### config.mk
export PLATFORM = sky130hd
export DESIGN_NAME = ex_operand_stage
export DESIGN_NICKNAME = d
export VERILOG_FILES = /design/src/rtl/ex_operand_stage.sv
export SDC_FILE = /design/constraint.sdc
export NUM_CORES = 1
export LEC_CHECK = 0
export ABC_AREA = 1
export BUFFER_PORTS_ARGS = -buffer_cell sky130_fd_sc_hd__buf_2
export CAP_MARGIN = 20
export CORE_ASPECT_RATIO = 1.2
export CORE_MARGIN = 1.5
export CORE_UTILIZATION = 29
export DETAILED_ROUTE_END_ITERATION = 16
export PLACE_DENSITY_LB_ADDON = 0.1
export SYNTH_ARGS = -nofsm -noshare
export SYNTH_HDL_FRONTEND = slang
export SYNTH_SLANG_ARGS = --single-unit
### constraint.sdc
create_clock -name clk -period 5.9 [get_ports clk]
set_input_delay 0.885 -clock clk [delete_from_list [all_inputs] [get_ports clk]]
set_output_delay 0.885 -clock clk [all_outputs]
set_load 0.02 [all_outputs]
### src/rtl/ex_operand_stage.sv
// ID/EX operand stage: holds one decoded instruction, resolves rs1/rs2 via MEM/WB forwarding,
// stalls on load-use until the WB write arrives, and presents operands/selects under valid/ready.
module ex_operand_stage #(
  parameter int WIDTH  = 32,
  parameter int REG_AW = 5
) (
  input  logic              clk,
  input  logic              rst,
  input  logic              flush,
  input  logic              in_valid,
  output logic              in_ready,
  input  logic [WIDTH-1:0]  in_pc,
  input  logic [WIDTH-1:0]  in_imm,
  input  logic [REG_AW-1:0] in_rs1_addr,
  input  logic [REG_AW-1:0] in_rs2_addr,
  input  logic [WIDTH-1:0]  in_rs1_data,
  input  logic [WIDTH-1:0]  in_rs2_data,
  input  logic              in_use_pc,
  input  logic              in_use_imm,
  input  logic [3:0]        in_alu_op,
  input  logic [REG_AW-1:0] in_rd_addr,
  input  logic              in_rd_we,
  input  logic [REG_AW-1:0] mem_rd_addr,
  input  logic              mem_rd_we,
  input  logic              mem_is_load,
  input  logic [WIDTH-1:0]  mem_data,
  input  logic [REG_AW-1:0] wb_rd_addr,
  input  logic              wb_rd_we,
  input  logic [WIDTH-1:0]  wb_data,
  output logic              out_valid,
  input  logic              out_ready,
  output logic [WIDTH-1:0]  operand_a,
  output logic [WIDTH-1:0]  operand_b,
  output logic              alu_sel_add,
  output logic              alu_sel_sub,
  output logic              alu_sel_mul,
  output logic              alu_sel_mulh,
  output logic              alu_sel_mulhsu,
  output logic              alu_sel_mulhu,
  output logic              alu_sel_and,
  output logic              alu_sel_or,
  output logic              alu_sel_xor,
  output logic              alu_sel_sll,
  output logic              alu_sel_srl,
  output logic              alu_sel_sra,
  output logic              alu_sel_slt,
  output logic              alu_sel_sltu,
  output logic [WIDTH-1:0]  out_pc,
  output logic [REG_AW-1:0] out_rd_addr,
  output logic              out_rd_we
);
  localparam int SHW = $clog2(WIDTH);
  localparam logic [WIDTH-1:0] SH_MASK = {{(WIDTH-SHW){1'b0}}, {SHW{1'b1}}};

  typedef enum logic [1:0] {S_IDLE, S_HOLD, S_LDWAIT} state_t;

  state_t            r_state;
  logic [WIDTH-1:0]  r_pc, r_imm, r_rs1_val, r_rs2_val;
  logic [REG_AW-1:0] r_rs1_addr, r_rs2_addr, r_rd_addr;
  logic              r_rs1_pend, r_rs2_pend, r_use_pc, r_use_imm, r_rd_we, r_shift;
  logic [13:0]       r_sel;

  logic [WIDTH:0]    w_rs1_res, w_rs2_res;
  logic              w_capture, w_wb_hit1, w_wb_hit2, w_pend1_left, w_pend2_left, w_out_valid;
  logic [13:0]       w_sel_dec, w_sel_out;
  logic [WIDTH-1:0]  w_b_raw;

  // Result is {pending, value}; a load hit in MEM leaves the value to be filled by WB snoop.
  function automatic logic [WIDTH:0] resolve(
    input logic [REG_AW-1:0] addr,   input logic [WIDTH-1:0]  rf_data,
    input logic              m_we,   input logic [REG_AW-1:0] m_addr,
    input logic              m_load, input logic [WIDTH-1:0]  m_data,
    input logic              w_we,   input logic [REG_AW-1:0] w_addr,
    input logic [WIDTH-1:0]  w_data);
    if (addr == '0)                        resolve = '0;
    else if (m_we && m_addr == addr)       resolve = m_load ? {1'b1, {WIDTH{1'b0}}} : {1'b0, m_data};
    else if (w_we && w_addr == addr)       resolve = {1'b0, w_data};
    else                                   resolve = {1'b0, rf_data};
  endfunction

  assign w_rs1_res = resolve(in_rs1_addr, in_rs1_data, mem_rd_we, mem_rd_addr, mem_is_load,
                             mem_data, wb_rd_we, wb_rd_addr, wb_data);
  assign w_rs2_res = resolve(in_rs2_addr, in_rs2_data, mem_rd_we, mem_rd_addr, mem_is_load,
                             mem_data, wb_rd_we, wb_rd_addr, wb_data);

  assign in_ready     = (r_state == S_IDLE) || (r_state == S_HOLD && out_ready);
  assign w_capture    = in_valid && in_ready && !flush;
  assign w_wb_hit1    = wb_rd_we && (wb_rd_addr != '0) && (wb_rd_addr == r_rs1_addr);
  assign w_wb_hit2    = wb_rd_we && (wb_rd_addr != '0) && (wb_rd_addr == r_rs2_addr);
  assign w_pend1_left = r_rs1_pend && !w_wb_hit1;
  assign w_pend2_left = r_rs2_pend && !w_wb_hit2;
  assign w_sel_dec    = (in_alu_op < 4'd14) ? (14'd1 << in_alu_op) : 14'd0;

  always_ff @(posedge clk or posedge rst) begin
    if (rst) begin
      r_state    <= S_IDLE;
      r_pc       <= '0;
      r_imm      <= '0;
      r_rs1_val  <= '0;
      r_rs2_val  <= '0;
      r_rs1_addr <= '0;
      r_rs2_addr <= '0;
      r_rd_addr  <= '0;
      r_rs1_pend <= 1'b0;
      r_rs2_pend <= 1'b0;
      r_use_pc   <= 1'b0;
      r_use_imm  <= 1'b0;
      r_rd_we    <= 1'b0;
      r_shift    <= 1'b0;
      r_sel      <= '0;
    end else begin
      if (w_capture) begin
        r_pc       <= in_pc;
        r_imm      <= in_imm;
        r_rs1_addr <= in_rs1_addr;
        r_rs2_addr <= in_rs2_addr;
        r_rs1_val  <= w_rs1_res[WIDTH-1:0];
        r_rs2_val  <= w_rs2_res[WIDTH-1:0];
        r_rs1_pend <= w_rs1_res[WIDTH];
        r_rs2_pend <= w_rs2_res[WIDTH];
        r_use_pc   <= in_use_pc;
        r_use_imm  <= in_use_imm;
        r_rd_addr  <= in_rd_addr;
        r_rd_we    <= in_rd_we;
        r_shift    <= (in_alu_op >= 4'd9) && (in_alu_op <= 4'd11);
        r_sel      <= w_sel_dec;
      end else if (r_state != S_IDLE) begin
        if (w_wb_hit1) begin
          r_rs1_val  <= wb_data;
          r_rs1_pend <= 1'b0;
        end
        if (w_wb_hit2) begin
          r_rs2_val  <= wb_data;
          r_rs2_pend <= 1'b0;
        end
      end

      if (flush)
        r_state <= S_IDLE;
      else if (w_capture)
        r_state <= (w_rs1_res[WIDTH] || w_rs2_res[WIDTH]) ? S_LDWAIT : S_HOLD;
      else begin
        case (r_state)
          S_HOLD:   if (out_ready) r_state <= S_IDLE;
          S_LDWAIT: if (!w_pend1_left && !w_pend2_left) r_state <= S_HOLD;
          default:  r_state <= S_IDLE;
        endcase
      end
    end
  end

  assign w_out_valid = (r_state == S_HOLD);
  assign out_valid   = w_out_valid;
  assign w_sel_out   = w_out_valid ? r_sel : 14'd0;
  assign operand_a   = r_use_pc ? r_pc : r_rs1_val;
  assign w_b_raw     = r_use_imm ? r_imm : r_rs2_val;
  // Shift amount lives in the low log2(WIDTH) bits only.
  assign operand_b   = r_shift ? (w_b_raw & SH_MASK) : w_b_raw;
  assign out_pc      = r_pc;
  assign out_rd_addr = r_rd_addr;
  assign out_rd_we   = r_rd_we;

  assign {alu_sel_sltu, alu_sel_slt, alu_sel_sra, alu_sel_srl, alu_sel_sll, alu_sel_xor,
          alu_sel_or, alu_sel_and, alu_sel_mulhu, alu_sel_mulhsu, alu_sel_mulh, alu_sel_mul,
          alu_sel_sub, alu_sel_add} = w_sel_out;
endmodule

==> flow_summary.json, run 1 <==
{
  "status": "finished clean",
  "final.setup.tns_ps": 0,
  "cts_buffers": 17,
  "worstHoldPathType": "register to register",
  "worst_pin_slew_ps": 1160,
  "area_growth_pct": 26.1,
  "cp_slowest_cell": "buf_4",
  "cp_num_buf_inv": 3,
  "antenna_left": 0,
  "drc": 0,
  "drive_above_1_share": 0.265,
  "grt_pass1_vias": 10400,
  "drv_cap": 0,
  "postSynthCellCount": 1424,
  "cts_tree": "yes",
  "drtIter0Drc": 768,
  "die_w_um": 172,
  "setup_viol": 0,
  "maxSlewViolCount": 0,
  "crit_fanout": 82,
  "rrSetupSlack_ps": 2540,
  "cp_slowest_stage_delay_ps": 840,
  "r2r_start": "r_state[0]$_DFFE_PP0P_",
  "synth_cell_types": 31,
  "antenna_found_initial": 6,
  "max_slew_margin": 0.224,
  "ys_seq_area_frac": 0.416,
  "fmax_ghz": 0.286,
  "hold_end": "r_imm[17]$_DFFE_PP0N_",
  "worst_ir_drop_vdd_uv": 162,
  "cts_sinks": 165,
  "clock-root-buffer": "clkbuf_16",
  "synth-seq-cells": 165,
  "path_class": "input pin to register",
  "clockBufferDepth": 2,
  "ff2ff_path_depth": 6,
  "vias": 10700,
  "worstPathCellList": "buf_2, inv_1, a21oi_4, nand3_4, buf_4, nand2_2, nor2_1, a21oi_1",
  "finalHoldViolations": 0,
  "synth_edf_count": 0,
  "holdWs_ps": 482,
  "syn_avg_cell_area_sq_um": 6.97,
  "cts_resized": 0,
  "holdPathStages": 2,
  "row_count": 74,
  "crit_path_start_kind": "input pin",
  "firstDrtPassIters": 5,
  "crit_arrival_ps": 3830,
  "port-buffer-count": 349,
  "worstPathRequired_ps": 6230,
  "async_reset_ff_frac": 1.00,
  "endpoint_kind": "register",
  "start_util": 0.293,
  "worst_setup_hold_path_clk_slew_ps": 80,
  "grt_setup_unrepaired": "no",
  "worst_clock_skew_ps": 15.4,
  "syn_area_sq_um": 9920,
  "crit_family": "simple AND/OR/NAND/NOR gates",
  "timing.final.crit_share": 0.593,
  "cts-htree-levels": 4,
  "clk_latency_ps": 450,
  "power.density_nw_per_um2": 301,
  "grt_pass1_wl_um": 62700,
  "syn_nets": 1656,
  "place.gp.congestion": 0.803,
  "fp.dieH_um": 206,
  "dieArea_sq_um": 35300,
  "gr-total-overflow": 0,
  "hold_start": "r_imm[17]$_DFFE_PP0N_",
  "cts_hold_buffers": 0,
  "wirelength_um": 42200,
  "final_net_count": 1934,
  "post-cts-setup-buffers": 0,
  "reg2reg_to": "r_rs2_val[22]$_DFFE_PP0P_",
  "dp_hpwl_um": 28000,
  "leakage_nw": 6.55,
  "grt_usage": 0.237,
  "coreArea_sq_um": 33900,
  "ios": 350,
  "vias_per_cell": 4.91,
  "wl_per_cell_um": 19.4,
  "grt_max_degree": 94,
  "fin_crit_ps": 3500,
  "yosys_warnings": 0,
  "synthFlopType": "dfrtp_1"
}
[per-stage QoR]
stage	area, sq um	setup slack [ps]	util	std cells	power [mW]
floorplan	9920	553	-	1424	2.13
global placement	11900	1970	0.350	2138	2.59
detailed placement	11900	1910	0.350	2138	2.59
CTS	12500	2340	0.368	2170	3.80
global route	12500	2120	0.369	2173	3.97
finish	12500	2400	0.369	2176	3.76
[cell usage in the layout, fill, tap and decap left out, types with 3 or more instances in the layout]
master,n
buf_4,6
clkbuf_16,17
inv_1,76
nand4_1,6
clkinv_4,4
o21ai_0,123
nor3_1,3
nor2_4,5
nand2_1,477
inv_6,6
xor2_1,8
o21ai_1,29
nand2_2,3
dfrtp_1,163
diode_2,5
nor2_1,117
inv_2,11
xnor2_1,3
nor2_2,5
a22oi_1,3
buf_2,349
nand3_1,150
a22oi_2,29
a21oi_1,99
[layout make-up]
type | count | area (sq um)
diodes | 5 | 12.5
clock buffers | 18 | 439
clock inverters | 14 | 165
fillers | 3776 | 21400
inverters | 89 | 340
multi-input cells | 1072 | 5020
flip-flops and latches | 165 | 4130
well taps | 456 | 571
repair buffers | 357 | 1830
[cell usage after synthesis, types with 6 or more instances]
library cell | n | area, sq um
nand2_1 | 478 | 1790
nor2_2 | 10 | 62.6
a21oi_1 | 99 | 495
dfrtp_1 | 165 | 4130
clkbuf_1 | 39 | 146
inv_1 | 79 | 297
inv_2 | 10 | 37.5
nand4_1 | 6 | 37.5
buf_2 | 51 | 255
o21ai_0 | 123 | 616
nand3_1 | 151 | 756
nor2_1 | 117 | 439
o21ai_1 | 29 | 145
a22oi_2 | 29 | 363
xor2_1 | 8 | 70.1
[layer usage]
layer,vias to the layer above,global-route usage,part of all wire
li1,5183,-,-
met1,5110,0.308,0.44
met2,362,0.405,0.49
met3,33,0.0358,0.057
met4,4,0.0683,0.014
met5,-,0,0.00064
[sequential cells by signal, summed over array words and instances (netlist names)]
name and count:
r_use_imm 1, r_rs2_val 32, r_use_pc 1, r_imm 32, r_shift 1, out_rd_we 1
r_rs2_addr 5, r_rs2_pend 1, r_rs1_val 32, out_pc 32, out_rd_addr 5, r_state 2
r_rs1_pend 1, r_sel 14, r_rs1_addr 5
[worst reg2reg max path: cells and delay by family (launching register included)]
family | cells | cell delay [ps]
simple gates | 3 | 1700
buf+inv | 1 | 920
flops | 1 | 460
compound gates | 2 | 170
[worst max path at each step]
stage	end	cells after the start	slack, ps	from
after floorplan	out_pc[0]$_DFFE_PP0N_	1	550	rst
after global placement	r_rs2_val[23]$_DFFE_PP0P_	8	1970	out_ready
after detailed placement	r_rs2_val[22]$_DFFE_PP0P_	8	1910	out_ready
after CTS	operand_b[21]	5	2340	r_use_imm$_DFFE_PP0N_
after global routing	r_rs2_val[4]$_DFFE_PP0P_	8	2120	out_ready
final	r_rs2_val[22]$_DFFE_PP0P_	8	2400	out_ready
[power breakdown]
group | switching (mW) | leakage, nW | internal, mW
registers | 0.113 | 2.03 | 1.31
clock network | 0.548 | 0.290 | 0.648
logic | 0.769 | 4.23 | 0.380
[cell families after synthesis]
logic type,after synthesis,share of synthesized area
and+or+nand+nor,772,0.321
AOI/OAI and AO/OA,288,0.170
buffers and inverters,187,0.0810
DFF,165,0.416
xor gates and xnor gates,12,0.0114
(Power assumes the default switching activity.)
==> inputs of run 2 (changes only) <==
==> constraint.sdc (replaced) <==
create_clock -name clk -period 3.2 [get_ports clk]
set_input_delay 0.48 -clock clk [delete_from_list [all_inputs] [get_ports clk]]
set_output_delay 0.48 -clock clk [all_outputs]
set_load 0.02 [all_outputs]
==> run 2 against run 1 <==
Die area unchanged. Flip-flop and latch count unchanged. Clock power up 97%. Register-to-register slack worse by 1400 ps. Non-clock buffer count up 19. Global-route usage up 0.069 points. Power up 89%. Final cell count up 0.74%. Cell area up 1.6%. Utilization up 0.59 points. Critical path depth down 4. Setup slack worse by 1800 ps.
==> flow_summary.json, run 2 (synthesis results as in run 1) <==
{
  "clk_latency_ps": 440,
  "final.setup.tns_ps": 0,
  "vias": 10800,
  "firstDrtPassIters": 7,
  "clockBufferDepth": 2,
  "postLayoutCoreUtil": 0.375,
  "grt_pass1_wl_um": 62600,
  "worstPathCellList": "buf_4, nand2_1, o21ai_0, buf_2",
  "port-buffer-count": 349,
  "setup_viol": 0,
  "drc": 0,
  "cts_buffers": 17,
  "status": "finished clean",
  "drtIter0Drc": 681,
  "cts_sinks": 165,
  "wl_per_cell_um": 19.3,
  "crit_arrival_ps": 2090,
  "finalHoldViolations": 0,
  "worst_pin_slew_ps": 901,
  "clkPwrFrac": 0.331,
  "ff2ff_path_depth": 7,
  "dp_hpwl_um": 29400,
  "antenna_left": 0,
  "endpoint_kind": "output port",
  "max_slew_margin": 0.400,
  "path_class": "register to output port",
  "drive_above_1_share": 0.271,
  "crit_path_start_kind": "register",
  "cp_slowest_cell": "dfrtp_2",
  "cts-htree-levels": 4,
  "row_count": 74,
  "rrSetupSlack_ps": 1110,
  "p_seq_frac": 0.370,
  "worst_ir_drop_vdd_uv": 304,
  "crit_family": "flip-flops",
  "clock-root-buffer": "clkbuf_16",
  "grt_usage": 0.238,
  "antenna_found_initial": 8,
  "place.gp.congestion": 0.839,
  "maxSlewViolCount": 0,
  "power.density_nw_per_um2": 560,
  "timing.final.crit_share": 0.804,
  "reg2reg_to": "r_rs2_val[23]$_DFFE_PP0P_",
  "wirelength_um": 42400,
  "vias_per_cell": 4.91,
  "die_w_um": 172,
  "cts_resized": 0,
  "regArea_sq_um": 4130,
  "post-cts-setup-buffers": 0,
  "drv_cap": 0,
  "worst_clock_skew_ps": 10.3,
  "cts_hold_buffers": 0,
  "crit_fanout": 48,
  "p_switching_mw": 2.58,
  "cp_slowest_stage_delay_ps": 950,
  "cts_tree": "yes",
  "area_growth_pct": 28.2,
  "gr-total-overflow": 0,
  "grt_setup_unrepaired": "no",
  "fin_crit_ps": 2570,
  "start_util": 0.293,
  "worstPathRequired_ps": 2720,
  "fp.dieH_um": 206,
  "fillers": 3795,
  "r2r_start": "r_state[0]$_DFFE_PP0P_",
  "power.internal_mw": 4.53,
  "dieArea_sq_um": 35300,
  "comb_power_share": 0.299,
  "final_net_count": 1953,
  "multi_input_area_sq_um": 5020,
  "coreArea_sq_um": 33900,
  "ios": 350,
  "grt_max_degree": 90,
  "grt_pass1_vias": 10700,
  "worst_setup_hold_path_clk_slew_ps": 70,
  "worstHoldPathType": "input pin to async pin",
  "final_cell_mix": "nand2_1 (477), buf_2 (349), dfrtp_1 (163)",
  "swShare": 0.363,
  "final_common_cell": "nand2_1",
  "cp_num_buf_inv": 2,
  "fmax_ghz": 0.389,
  "leakage_nw": 6.67
}
[run 2: cell count changes in the layout (fill, tap and decap cells not counted), sizes merged]
cell      previous run  this run
buf                357       376
inv                 94        88
bufinv               2         5
diode                5         3
clkbuf              18        19
clkinvlp             2         3
[run 2: area by class of cell]
cell class / count / share of cell area
multi-input cells: 1072 / 0.395
diodes: 3 / 0.000591
flip-flops and latches: 165 / 0.325
well taps: 456 / 0.0449
repair buffers: 376 / 0.157
clock inverters: 12 / 0.0158
inverters: 89 / 0.0267
clock buffers: 19 / 0.0348
[run 2: how the worst max path moves through the flow]
stage,startpoint,end,cells after the start
2_1_floorplan,rst,out_pc[0]$_DFFE_PP0N_,1
3_3_place_gp,in_rs1_addr[4],r_rs1_val[6]$_DFFE_PP0P_,9
3_5_place_dp,out_ready,r_rs2_val[23]$_DFFE_PP0P_,9
4_1_cts,r_use_pc$_DFFE_PP0N_,operand_a[29],4
5_1_grt,r_use_pc$_DFFE_PP0N_,operand_a[29],4
6_report,r_use_pc$_DFFE_PP0N_,operand_a[29],4
[run 2: worst reg2reg max path, cell delays in order, from the launching register on]
cell and delay [ps]:
dfrtp_1 460, a21oi_4 100, nand3_4 130, buf_4 440, nand2_2 400, buf_12 290, nor2_1 100, a21oi_1 50
[run 2: per-stage QoR]
step	power, mW	hold slack (ps)	instances	setup slack [ps]	area (sq um)
floorplan	3.93	442	1424	621	9920
global placement	4.80	459	2158	959	12100
detailed placement	4.81	464	2158	893	12100
CTS	7.19	201	2189	622	12700
global route	7.50	217	2190	507	12700
finish	7.11	156	2192	627	12700
[run 2: per-layer routing]
metal  vias up  GRT usage  routed length (um)
met4        10     0.0720                 814
met1      5094      0.299               17800
li1       5216          -                   -
met5         -          0                  73
met2       388      0.401               20700
met3        61     0.0564                3010
[run 2: power by group through the flow]
stage	registers, mW	logic, mW	clock network, mW
6_report	2.63	2.13	2.36
3_5_place_dp	2.67	2.15	0
3_3_place_gp	2.67	2.14	0
5_1_grt	2.67	2.36	2.48
2_1_floorplan	2.68	1.25	0
4_1_cts	2.63	2.15	2.41
